--- src/rtl/pwm_pkg.sv ---
// Shared definitions for the PWM duty meter.
//   state_e          : measurement FSM states
//   PWM_SLOTS        : period of the 10-slot PWM generator, in clk cycles
//   CNT_W_DEFAULT    : default result/counter width
//   TIMEOUT_DEFAULT  : default stuck-input timeout, in clk cycles
package pwm_pkg;

  typedef enum logic [1:0] {
    IDLE,
    WAIT_RISE,
    HIGH,
    LOW
  } state_e;

  localparam int unsigned PWM_SLOTS       = 10;
  localparam int unsigned CNT_W_DEFAULT   = 16;
  localparam int unsigned TIMEOUT_DEFAULT = 1000;

endpackage

--- src/rtl/pwm_duty_meter_sync_edge.sv ---
// Two-flop synchronizer plus history flop for an asynchronous input,
// with single-cycle rise/fall strobes.
//   clk, rst_n  : clock, asynchronous active-low reset
//   async_in    : raw input, may be asynchronous to clk
//   sync_level  : synchronized level (s2)
//   rise, fall  : s2 & ~s3, ~s2 & s3
module pwm_sync_edge (
  input  logic clk,
  input  logic rst_n,
  input  logic async_in,
  output logic sync_level,
  output logic rise,
  output logic fall
);

  logic s1_q, s1_d;
  logic s2_q, s2_d;
  logic s3_q, s3_d;

  always_comb begin
    s1_d = async_in;
    s2_d = s1_q;
    s3_d = s2_q;
  end

  always_ff @(posedge clk or negedge rst_n) begin
    if (!rst_n) begin
      s1_q <= 1'b0;
      s2_q <= 1'b0;
      s3_q <= 1'b0;
    end else begin
      s1_q <= s1_d;
      s2_q <= s2_d;
      s3_q <= s3_d;
    end
  end

  assign sync_level = s2_q;
  assign rise       = s2_q & ~s3_q;
  assign fall       = ~s2_q & s3_q;

endmodule

--- src/rtl/pwm_duty_meter.sv ---
// PWM duty meter: measures high time and period (clk cycles) of pwm_in once
// per full period, flags a stuck input after TIMEOUT cycles without an edge,
// and presents each result on a valid/ready interface.
//   clk, rst_n          : clock, asynchronous active-low reset
//   pwm_in              : PWM input (asynchronous)
//   meas_en             : 1 = measure, 0 = idle and clear overrun
//   high_cnt/period_cnt : result fields (period_cnt = 0 for a stuck result)
//   stuck, stuck_level  : timeout result flag and synchronized level at timeout
//   meas_valid/ready    : result handshake
//   overrun             : sticky, a result was dropped
module pwm_duty_meter
  import pwm_pkg::*;
#(
  parameter int unsigned CNT_W   = CNT_W_DEFAULT,
  parameter int unsigned TIMEOUT = TIMEOUT_DEFAULT
) (
  input  logic             clk,
  input  logic             rst_n,
  input  logic             pwm_in,
  input  logic             meas_en,
  output logic [CNT_W-1:0] high_cnt,
  output logic [CNT_W-1:0] period_cnt,
  output logic             stuck,
  output logic             stuck_level,
  output logic             meas_valid,
  input  logic             meas_ready,
  output logic             overrun
);

  localparam logic [CNT_W-1:0] CNT_ONE  = CNT_W'(1);
  localparam logic [CNT_W-1:0] GAP_LAST = CNT_W'(TIMEOUT - 1);

  function automatic logic [CNT_W-1:0] sat_inc(input logic [CNT_W-1:0] v);
    return (v == '1) ? v : v + CNT_ONE;
  endfunction

  logic sync_level, rise, fall;

  pwm_sync_edge u_sync (
    .clk       (clk),
    .rst_n     (rst_n),
    .async_in  (pwm_in),
    .sync_level(sync_level),
    .rise      (rise),
    .fall      (fall)
  );

  state_e           state_q, state_d;
  logic [CNT_W-1:0] hcnt_q, hcnt_d;
  logic [CNT_W-1:0] pcnt_q, pcnt_d;
  logic [CNT_W-1:0] gap_q, gap_d;

  logic             valid_q, valid_d;
  logic [CNT_W-1:0] high_q, high_d;
  logic [CNT_W-1:0] period_q, period_d;
  logic             stuck_q, stuck_d;
  logic             level_q, level_d;
  logic             overrun_q, overrun_d;

  logic             publish;
  logic [CNT_W-1:0] pub_high, pub_period;
  logic             pub_stuck, pub_level;

  // Measurement FSM and counters.
  always_comb begin
    state_d    = state_q;
    hcnt_d     = hcnt_q;
    pcnt_d     = pcnt_q;
    gap_d      = gap_q;
    publish    = 1'b0;
    pub_high   = '0;
    pub_period = '0;
    pub_stuck  = 1'b0;
    pub_level  = 1'b0;

    if (!meas_en) begin
      state_d = IDLE;
      hcnt_d  = '0;
      pcnt_d  = '0;
      gap_d   = '0;
    end else begin
      gap_d = (rise | fall) ? '0 : gap_q + CNT_ONE;

      unique case (state_q)
        IDLE: begin
          state_d = WAIT_RISE;
          hcnt_d  = '0;
          pcnt_d  = '0;
          gap_d   = '0;
        end
        WAIT_RISE: begin
          if (rise) begin
            hcnt_d  = CNT_ONE;
            pcnt_d  = CNT_ONE;
            state_d = HIGH;
          end
        end
        HIGH: begin
          pcnt_d = sat_inc(pcnt_q);
          if (fall) state_d = LOW;
          else      hcnt_d  = sat_inc(hcnt_q);
        end
        LOW: begin
          if (rise) begin
            publish    = 1'b1;
            pub_high   = hcnt_q;
            pub_period = pcnt_q;
            hcnt_d     = CNT_ONE;
            pcnt_d     = CNT_ONE;
            state_d    = HIGH;
          end else begin
            pcnt_d = sat_inc(pcnt_q);
          end
        end
      endcase

      // Any edge in this cycle means the input is toggling, so it takes
      // precedence over an expiring gap counter.
      if (state_q != IDLE && !(rise | fall) && gap_q == GAP_LAST) begin
        publish    = 1'b1;
        pub_stuck  = 1'b1;
        pub_level  = sync_level;
        pub_high   = sync_level ? '1 : '0;
        pub_period = '0;
        state_d    = WAIT_RISE;
        hcnt_d     = '0;
        pcnt_d     = '0;
        gap_d      = '0;
      end
    end
  end

  // Result register and handshake. A publish that meets a held result
  // is dropped in favour of the older one.
  always_comb begin
    valid_d   = valid_q;
    high_d    = high_q;
    period_d  = period_q;
    stuck_d   = stuck_q;
    level_d   = level_q;
    overrun_d = overrun_q;

    if (publish) begin
      if (!valid_q || meas_ready) begin
        valid_d  = 1'b1;
        high_d   = pub_high;
        period_d = pub_period;
        stuck_d  = pub_stuck;
        level_d  = pub_level;
      end else begin
        overrun_d = 1'b1;
      end
    end else if (valid_q && meas_ready) begin
      valid_d = 1'b0;
    end

    if (!meas_en) overrun_d = 1'b0;
  end

  always_ff @(posedge clk or negedge rst_n) begin
    if (!rst_n) begin
      state_q   <= IDLE;
      hcnt_q    <= '0;
      pcnt_q    <= '0;
      gap_q     <= '0;
      valid_q   <= 1'b0;
      high_q    <= '0;
      period_q  <= '0;
      stuck_q   <= 1'b0;
      level_q   <= 1'b0;
      overrun_q <= 1'b0;
    end else begin
      state_q   <= state_d;
      hcnt_q    <= hcnt_d;
      pcnt_q    <= pcnt_d;
      gap_q     <= gap_d;
      valid_q   <= valid_d;
      high_q    <= high_d;
      period_q  <= period_d;
      stuck_q   <= stuck_d;
      level_q   <= level_d;
      overrun_q <= overrun_d;
    end
  end

  assign high_cnt    = high_q;
  assign period_cnt  = period_q;
  assign stuck       = stuck_q;
  assign stuck_level = level_q;
  assign meas_valid  = valid_q;
  assign overrun     = overrun_q;

endmodule
--- config.mk ---
export PLATFORM = sky130hd
export DESIGN_NAME = pwm_duty_meter
export DESIGN_NICKNAME = d
export VERILOG_FILES = /design/src/rtl/pwm_pkg.sv /design/src/rtl/pwm_duty_meter_sync_edge.sv /design/src/rtl/pwm_duty_meter.sv
export SDC_FILE = /design/constraint.sdc
export NUM_CORES = 1
export LEC_CHECK = 0
export ABC_AREA = 1
export BUFFER_PORTS_ARGS = -buffer_cell sky130_fd_sc_hd__buf_2
export CORE_ASPECT_RATIO = 1.4
export CORE_UTILIZATION = 60
export CTS_CLUSTER_DIAMETER = 30
export DETAILED_ROUTE_END_ITERATION = 10
export GPL_ROUTABILITY_DRIVEN = 0
export PLACE_DENSITY = 0.8
export SYNTH_ARGS = -nofsm -noshare
export SYNTH_HDL_FRONTEND = slang
export SYNTH_SLANG_ARGS = --single-unit
--- constraint.sdc ---
create_clock -name clk -period 4.6 [get_ports clk]
set_input_delay 0.92 -clock clk [delete_from_list [all_inputs] [get_ports clk]]
set_output_delay 0.92 -clock clk [all_outputs]
set_load 0.01 [all_outputs]
==> results of run 1 <==
## per-layer routing
layer / vias up / track usage (%)
met1: 2029 / 32.5
met5: - / 0
met3: 35 / 3.97
met4: 0 / 17.9
li1: 2142 / -
met2: 135 / 47.9
## placed cells by master, fill, tap and decap left out, types with 7 or more instances in the layout
cell,netlist,final
dfrtp_1,89,89
inv_1,53,53
o21ai_1,17,17
a21oi_1,22,22
o21bai_1,7,7
buf_2,8,39
nand4_1,14,14
nor3_1,20,20
nand2_1,161,161
nor2_1,120,120
inv_2,7,7
o21ai_0,27,27
clkbuf_8,0,10
xor2_1,10,10
nand3_1,38,38
## metrics by stage
step                      util, %  cell area, µm²
after floorplan                 -            4840
after global placement       64.9            5060
after detailed placement     64.9            5060
after CTS                    67.5            5270
after global routing         67.5            5270
final                        67.5            5270
## layout make-up
class	count	area, µm²	share of cell area [%]
Clock buffer	10	138	2.61
Timing Repair Buffer	40	203	3.85
Inverter	62	234	4.44
Tap cell	100	125	2.38
Multi-Input combinational cell	476	2270	43.2
Sequential cell	89	2230	42.3
Clock inverter	6	65.1	1.24
## worst paths after layout
path                                      to  slack, ns              start
min in group asynchronous           gap_q[3]       0.73              rst_n
max in group asynchronous          pcnt_q[7]       3.13              rst_n
max reg2reg                      high_cnt[3]       2.17  u_sync.sync_level
max                              high_cnt[3]       2.17  u_sync.sync_level
min                        u_sync.sync_level       0.36        u_sync.s1_q
min reg2reg                u_sync.sync_level       0.36        u_sync.s1_q
## power breakdown
group          total [W]  switching, W  internal (W)
registers       0.000907     0.0000480      0.000859
logic           0.000273      0.000172      0.000101
clock network   0.000550      0.000282      0.000268
## flip-flops by register name (all words and copies together) (netlist names)
name,count
stuck_level,1
stuck,1
meas_valid,1
u_sync.s1_q,1
hcnt_q,16
u_sync.s3_q,1
state_q,2
high_cnt,16
period_cnt,16
pcnt_q,16
overrun,1
gap_q,16
u_sync.sync_level,1
## cell families after synthesis
kind of cell / count (synthesis)
simple gates: 381
fa+ha+maj: 5
compound gates: 79
buf+inv: 79
flops: 89
xor+xnor: 11
## worst reg2reg max path, stage by stage (launching register included)
cell and delay (ns):
dfrtp_1 0.43, inv_1 0.08, ha_1 0.35, nand2_1 0.13, inv_2 0.05, nand3_4 0.28
nand2_2 0.13, nand2_4 0.33, clkinv_2 0.32, nor2_1 0.17, nor2_1 0.07
==> metrics.md, run 1 <==
| Metric | Value |
|---|---|
| RSZ-0062 raised after global routing | `no` |
| Filler Cells Inserted | `~670` |
| Syn avg cell area | `~7.5 µm²` |
| P&R area growth vs syn | `8.79%` |
| Starting DRT DRC Count | `a little under 300` |
| Post CTS Setup Buffer Count | `0` |
| Per-cell routed wire length | `~14 µm` |
| Yosys cell types | `36` |
| Worst skew pair latency | `~0.37 ns` |
| Post-synthesis sequential area ratio | `between 40 and 50%` |
| Simple-gate area share of the yosys netlist | `between 30% and 40%` |
| Post-synth EDFFs | `0` |
| R2R cell count | `10` |
| Most area-consuming cells after synthesis | `dfrtp_1 (46%), nand2_1 (12%), nor2_1 (9.3%)` |
| Via-per-instance ratio | `approximately 5.5` |
| PortBufs | `40` |
| Largest net degree at the start of global routing | `90` |
| Buffers and inverters on the worst path | `3` |
| Max cap viols | `0` |
| Post-Layout Cell Count | `~780` |
| Kind of critical path | `reg2reg` |
| Final nets | `approximately 690` |
| WL met2 | `around 5.5 mm` |
| Die Wd | `about 78 µm` |
| TritonCTS Sinks | `89` |
| P per Cell Area | `328 mW/mm²` |
| CP arrival | `roughly 2.7 ns` |
| Total chip power | `roughly 0.0017 W` |
| Gr ovfl total | `0` |
| Die ar. | `~0.0084 mm²` |
| Max-Slew Margin vs Limit | `between 20% and 30%` |
| Worst endpoint required time | `4.86 ns` |
| Register bit total from synthesis | `just under 90` |
| Number of diodes | `0` |
| HP Class | `reg2reg` |
| Root Driver | `clkbuf_8` |
| Synth Net Count | `654` |
| Final wirelength | `10.7 mm` |
| Cts bufs inserted | `9` |
| Mapped Cells | `approximately 640` |
| Post-Synth Adder-Cell Area | `1.29%` |
| Crit-path slowest cell | `dfrtp_1` |
| First-pass DRT Iterations | `5` |
| Hold Buf Count CTS | `0` |
| Top delay family on crit path | `simple AND/OR/NAND/NOR gates` |
| Synth Flop Type | `dfrtp_1` |
| Die Height | `around 110 µm` |
| LEAKAGE | `about 2.5 nW` |
| Min Tclk post-route | `~2.4 ns` |
| Synth top area share | `a little under half` |
| I/O pin count | `just over 40` |
| Period utilisation layout | `a little over half` |
| Status | `complete, no violations` |
| Crit. End Element | `register` |
| Worst-path clk slew | `around 0.09 ns` |
| Highest metal used | `met4` |
| Crit start category | `register` |
| CTS tree | `yes` |
| CP max FO | `35` |
| Starting Density | `roughly 62%` |
| First-pass GRT wire length | `18.3 mm` |
| Crit-path max cell delay | `0.43 ns` |
| Main combinational cell family by area after synthesis | `simple AND/OR/NAND/NOR gates` |
| Most used cell, CP | `nor2_1` |
| Post-synthesis mux area share | `0%` |
| Placed cell count | `between 700 and 800` |
| Count leader, synth | `nand2_1` |
| Worst slack, placed | `between 2 and 2.5 ns` |
| Asr flop ratio synth | `100%` |
| Max VDD drop | `between 0.2 and 0.25 mV` |
| Final hold slack | `~0.36 ns` |
| Routed met3 length | `between 400 and 500 µm` |
| M1 WL | `between 4 and 5 mm` |
| Synth top cells by count | `nand2_1 (161), nor2_1 (120), dfrtp_1 (89)` |
| Vias | `~4.3k` |
| Critical path, cell by cell | `inv_1, ha_1, nand2_1, inv_2, nand3_4, nand2_2, nand2_4, clkinv_2, nor2_1, nor2_1` |
| Hold Vio Cnt, Final | `0` |
| GRT Total Usage | `27.8%` |
| Core area | `between 0.007 and 0.008 mm²` |
| Fin. max-slew vios | `0` |
| Synth Area in XOR/XNOR | `between 1.5 and 2%` |
| Compound-Gate Fraction of Synth Area | `8.79%` |
| Max clock buf depth | `2` |
| Initial antenna violation count | `0` |
| Layout cells sized above 1 | `a little over an eighth` |
| Hold depth | `0` |
| Resized cells post-CTS | `0` |
| Num rows | `38` |
| Fmax | `just over 400 MHz` |
| Final setup fails | `0` |
| WP depth | `10` |
| YS warnings | `0` |
| Final ANT Viol Nets | `0` |
| Cell taking the most area after synthesis | `dfrtp_1` |
| Fin Clk Skew | `0.0136 ns` |
| CTS H-tree lvls | `3` |
| Worst-Margin Slew | `around 1.1 ns` |
| Mapped cell area | `roughly 0.0048 mm²` |
| Final worst setup slack | `2.17 ns` |
| Vias in the first global route | `~4.1k` |
| HPWL after DPL | `around 7.7 mm` |
| Setup_tns | `0 ns` |
| DRC | `0` |
(Power assumes the default switching activity.)
==> run 2: changes to the inputs <==
Settings changed: ABC_AREA 1 to 0, CORE_UTILIZATION 60 to 59.
Clock period 4.6 ns to 2.4 ns, I/O delays scaled along.
==> metrics.md, run 2 <==
| Metric | Value |
|---|---|
| Post-synthesis sequential area ratio | `about 53%` |
| R2R cell count | `7` |
| Crit-path max cell delay | `about 0.56 ns` |
| Placed cell count | `approximately 560` |
| Min Tclk post-route | `roughly 2.2 ns` |
| Cell taking the most area after synthesis | `dfrtp_1` |
| Max clock buf depth | `2` |
| CP startpoint | `gap_q[0]` |
| CTS H-tree lvls | `3` |
| Cts bufs inserted | `9` |
| Asr flop ratio synth | `100%` |
| Final nets | `483` |
| Max-Slew Margin vs Limit | `53.8%` |
| Worst skew pair latency | `between 0.3 and 0.4 ns` |
| Hold Vio Cnt, Final | `0` |
| Buffers and inverters on the worst path | `0` |
| Synth Flop Type | `dfrtp_1` |
| HPWL after DPL | `~6.4 mm` |
| PortBufs | `40` |
| HP Class | `in2async` |
| Fmax | `~460 MHz` |
| Reg2reg start | `gap_q[0]` |
| I/O pin count | `41` |
| Die Wd | `73.4 µm` |
| Filler Cells Inserted | `between 500 and 600` |
| Fin util | `67.9%` |
| Register bit total from synthesis | `between 80 and 90` |
| Starting Density | `~61%` |
| Final worst setup slack | `between 0.2 and 0.25 ns` |
| Most frequent cells in the layout | `dfrtp_1 (89), nor2_1 (57), nand2_1 (49)` |
| Post CTS Setup Buffer Count | `0` |
| YS warnings | `0` |
| Root Driver | `clkbuf_8` |
| Status | `complete, no violations` |
| First-pass DRT Iterations | `4` |
| Synth top area share | `52.8%` |
| Most common cell after layout, fill and taps aside | `dfrtp_1` |
| Number of diodes | `0` |
| DRC | `0` |
| Critical path, cell by cell | `ha_1, and4b_1, nand4_1, nor2_2, nor2_2, a41oi_1, a31oi_1` |
| GRT Total Usage | `27.2%` |
| Fin Clk Skew | `0.00873 ns` |
| RSZ-0062 raised after global routing | `no` |
| CTS tree | `yes` |
| Top delay family on crit path | `simple AND/OR/NAND/NOR gates` |
| Starting DRT DRC Count | `180` |
| First-pass GRT wire length | `around 15 mm` |
| Post-Layout Cell Count | `570` |
| Worst slack, placed | `-0.0420 ns` |
| Die ar. | `about 0.0075 mm²` |
| Per-cell routed wire length | `between 15 and 20 µm` |
| Synth Net Count | `441` |
| Max cap viols | `0` |
| Mapped Cells | `~430` |
| Worst-path clk slew | `0.08 ns` |
| Vias in the first global route | `~3.3k` |
| Largest net degree at the start of global routing | `48` |
| Most used cell, CP | `nor2_2` |
| WP depth | `7` |
| LEAKAGE | `2.06 nW` |
| Max VDD drop | `~0.36 mV` |
| TritonCTS Sinks | `89` |
| Initial antenna violation count | `0` |
| Synth top cells by count | `dfrtp_1 (89), nor2_1 (60), nand2_1 (49)` |
| Final wirelength | `9.03 mm` |
| Yosys cell types | `50` |
| Vias | `between 3k and 4k` |
| Crit path to | `pcnt_q[11]` |
| Core area | `approximately 0.007 mm²` |
| Final ANT Viol Nets | `0` |
| Via-per-instance ratio | `around 6.0` |
| Syn avg cell area | `~9.8 µm²` |
| Gr ovfl total | `0` |
| Final hold slack | `0.103 ns` |
| CP arrival | `around 2.4 ns` |
| R2R setup slack | `between 0.2 and 0.25 ns` |
| CP max FO | `20` |
| Kind of critical path | `reg2reg` |
| Final setup fails | `0` |
| Die Height | `102 µm` |
| Layout cells sized above 1 | `approximately 16%` |
| P per Cell Area | `a little under 600 mW/mm²` |
| Mapped cell area | `0.00422 mm²` |
| Reg2Reg Capture Point | `pcnt_q[11]` |
| Final Cell Area | `around 0.0047 mm²` |
| Hold Buf Count CTS | `0` |
| Post-synth EDFFs | `0` |
| Crit-path slowest cell | `nor2_2` |
| Crit start category | `register` |
| Worst-Margin Slew | `0.693 ns` |
| Most area-consuming cells after synthesis | `dfrtp_1 (53%), nor2_1 (5.3%), nand2_1 (4.4%)` |
| P&R area growth vs syn | `11.8%` |
| Crit. End Element | `register` |
| Fin. max-slew vios | `0` |
| Num rows | `36` |
| Placed cell areas | `~0.0045 mm²` |
| Period utilisation layout | `between 90% and 100%` |
| Count leader, synth | `dfrtp_1` |
| Worst endpoint required time | `2.67 ns` |
==> run 2: cell count changes after synthesis, sizes merged, moves of 10 or more <==
cell and delta:
nor3 -13, xor2 +10, inv -54, nand3 -19
nand2 -117, nor2 -70, a22o +16, o21ai -28
a31oi +22
==> run 2: layout make-up <==
class	count	area (µm²)	share of cell area, %
timing repair buffer	53	325	6.90
tap	95	119	2.52
inverter	6	22.5	0.478
sequential	89	2230	47.3
multi-input combinational	314	1860	39.5
clock inverter	3	20.0	0.425
clock buffer	10	138	2.92
==> run 2: worst min-delay path by stage <==
| stage | startpoint | slack (ns) | end |
|---|---|---|---|
| global placement | u_sync.s1_q | 0.36 | u_sync.sync_level |
| finish | rst_n | 0.10 | period_cnt[3] |
| CTS | rst_n | 0.12 | period_cnt[4] |
| detailed placement | u_sync.s1_q | 0.35 | u_sync.sync_level |
| floorplan | rst_n | 0.18 | gap_q[0] |
| global route | rst_n | 0.14 | period_cnt[4] |
==> run 2: where the power goes <==
group,internal (W),leakage [nW],total [W],switching (W)
clock network,0.000385,0.0761,0.000884,0.000499
logic,0.000116,0.790,0.000289,0.000173
registers,0.00157,1.19,0.00162,0.0000494
==> run 2: logic make-up (layout without fill, tap and decap cells) <==
group / Yosys count / in the layout / share of synthesized area (%)
AOI/OAI and AO/OA: 90 / 90 / 14.6
and+or+nand+nor: 192 / 192 / 22.2
buffers and inverters: 28 / 72 / 3.29
xor gates and xnor gates: 27 / 27 / 5.61
adders and majority gates: 5 / 5 / 1.48
DFF: 89 / 89 / 52.8
==> run 2: repair_timing <==
item                                    CTS  global route
resized for setup                         2             2
endpoints found under the setup margin   14            15
pin swaps                                 0             0
cloned                                    0             0
==> run 2: routing by layer <==
layer  global-route usage [%]  routed length, µm
met2                     45.9               4590
met4                     18.2                410
met3                     4.54                326
met1                     31.6               3710
met5                        0                  0
==> run 2: metrics by stage <==
| step | setup TNS [ns] | power, W |
|---|---|---|
| floorplan | 0 | 0.00180 |
| global placement | 0 | 0.00193 |
| detailed placement | -0.0518 | 0.00194 |
| CTS | 0 | 0.00282 |
| global route | 0 | 0.00292 |
| finish | 0 | 0.00279 |
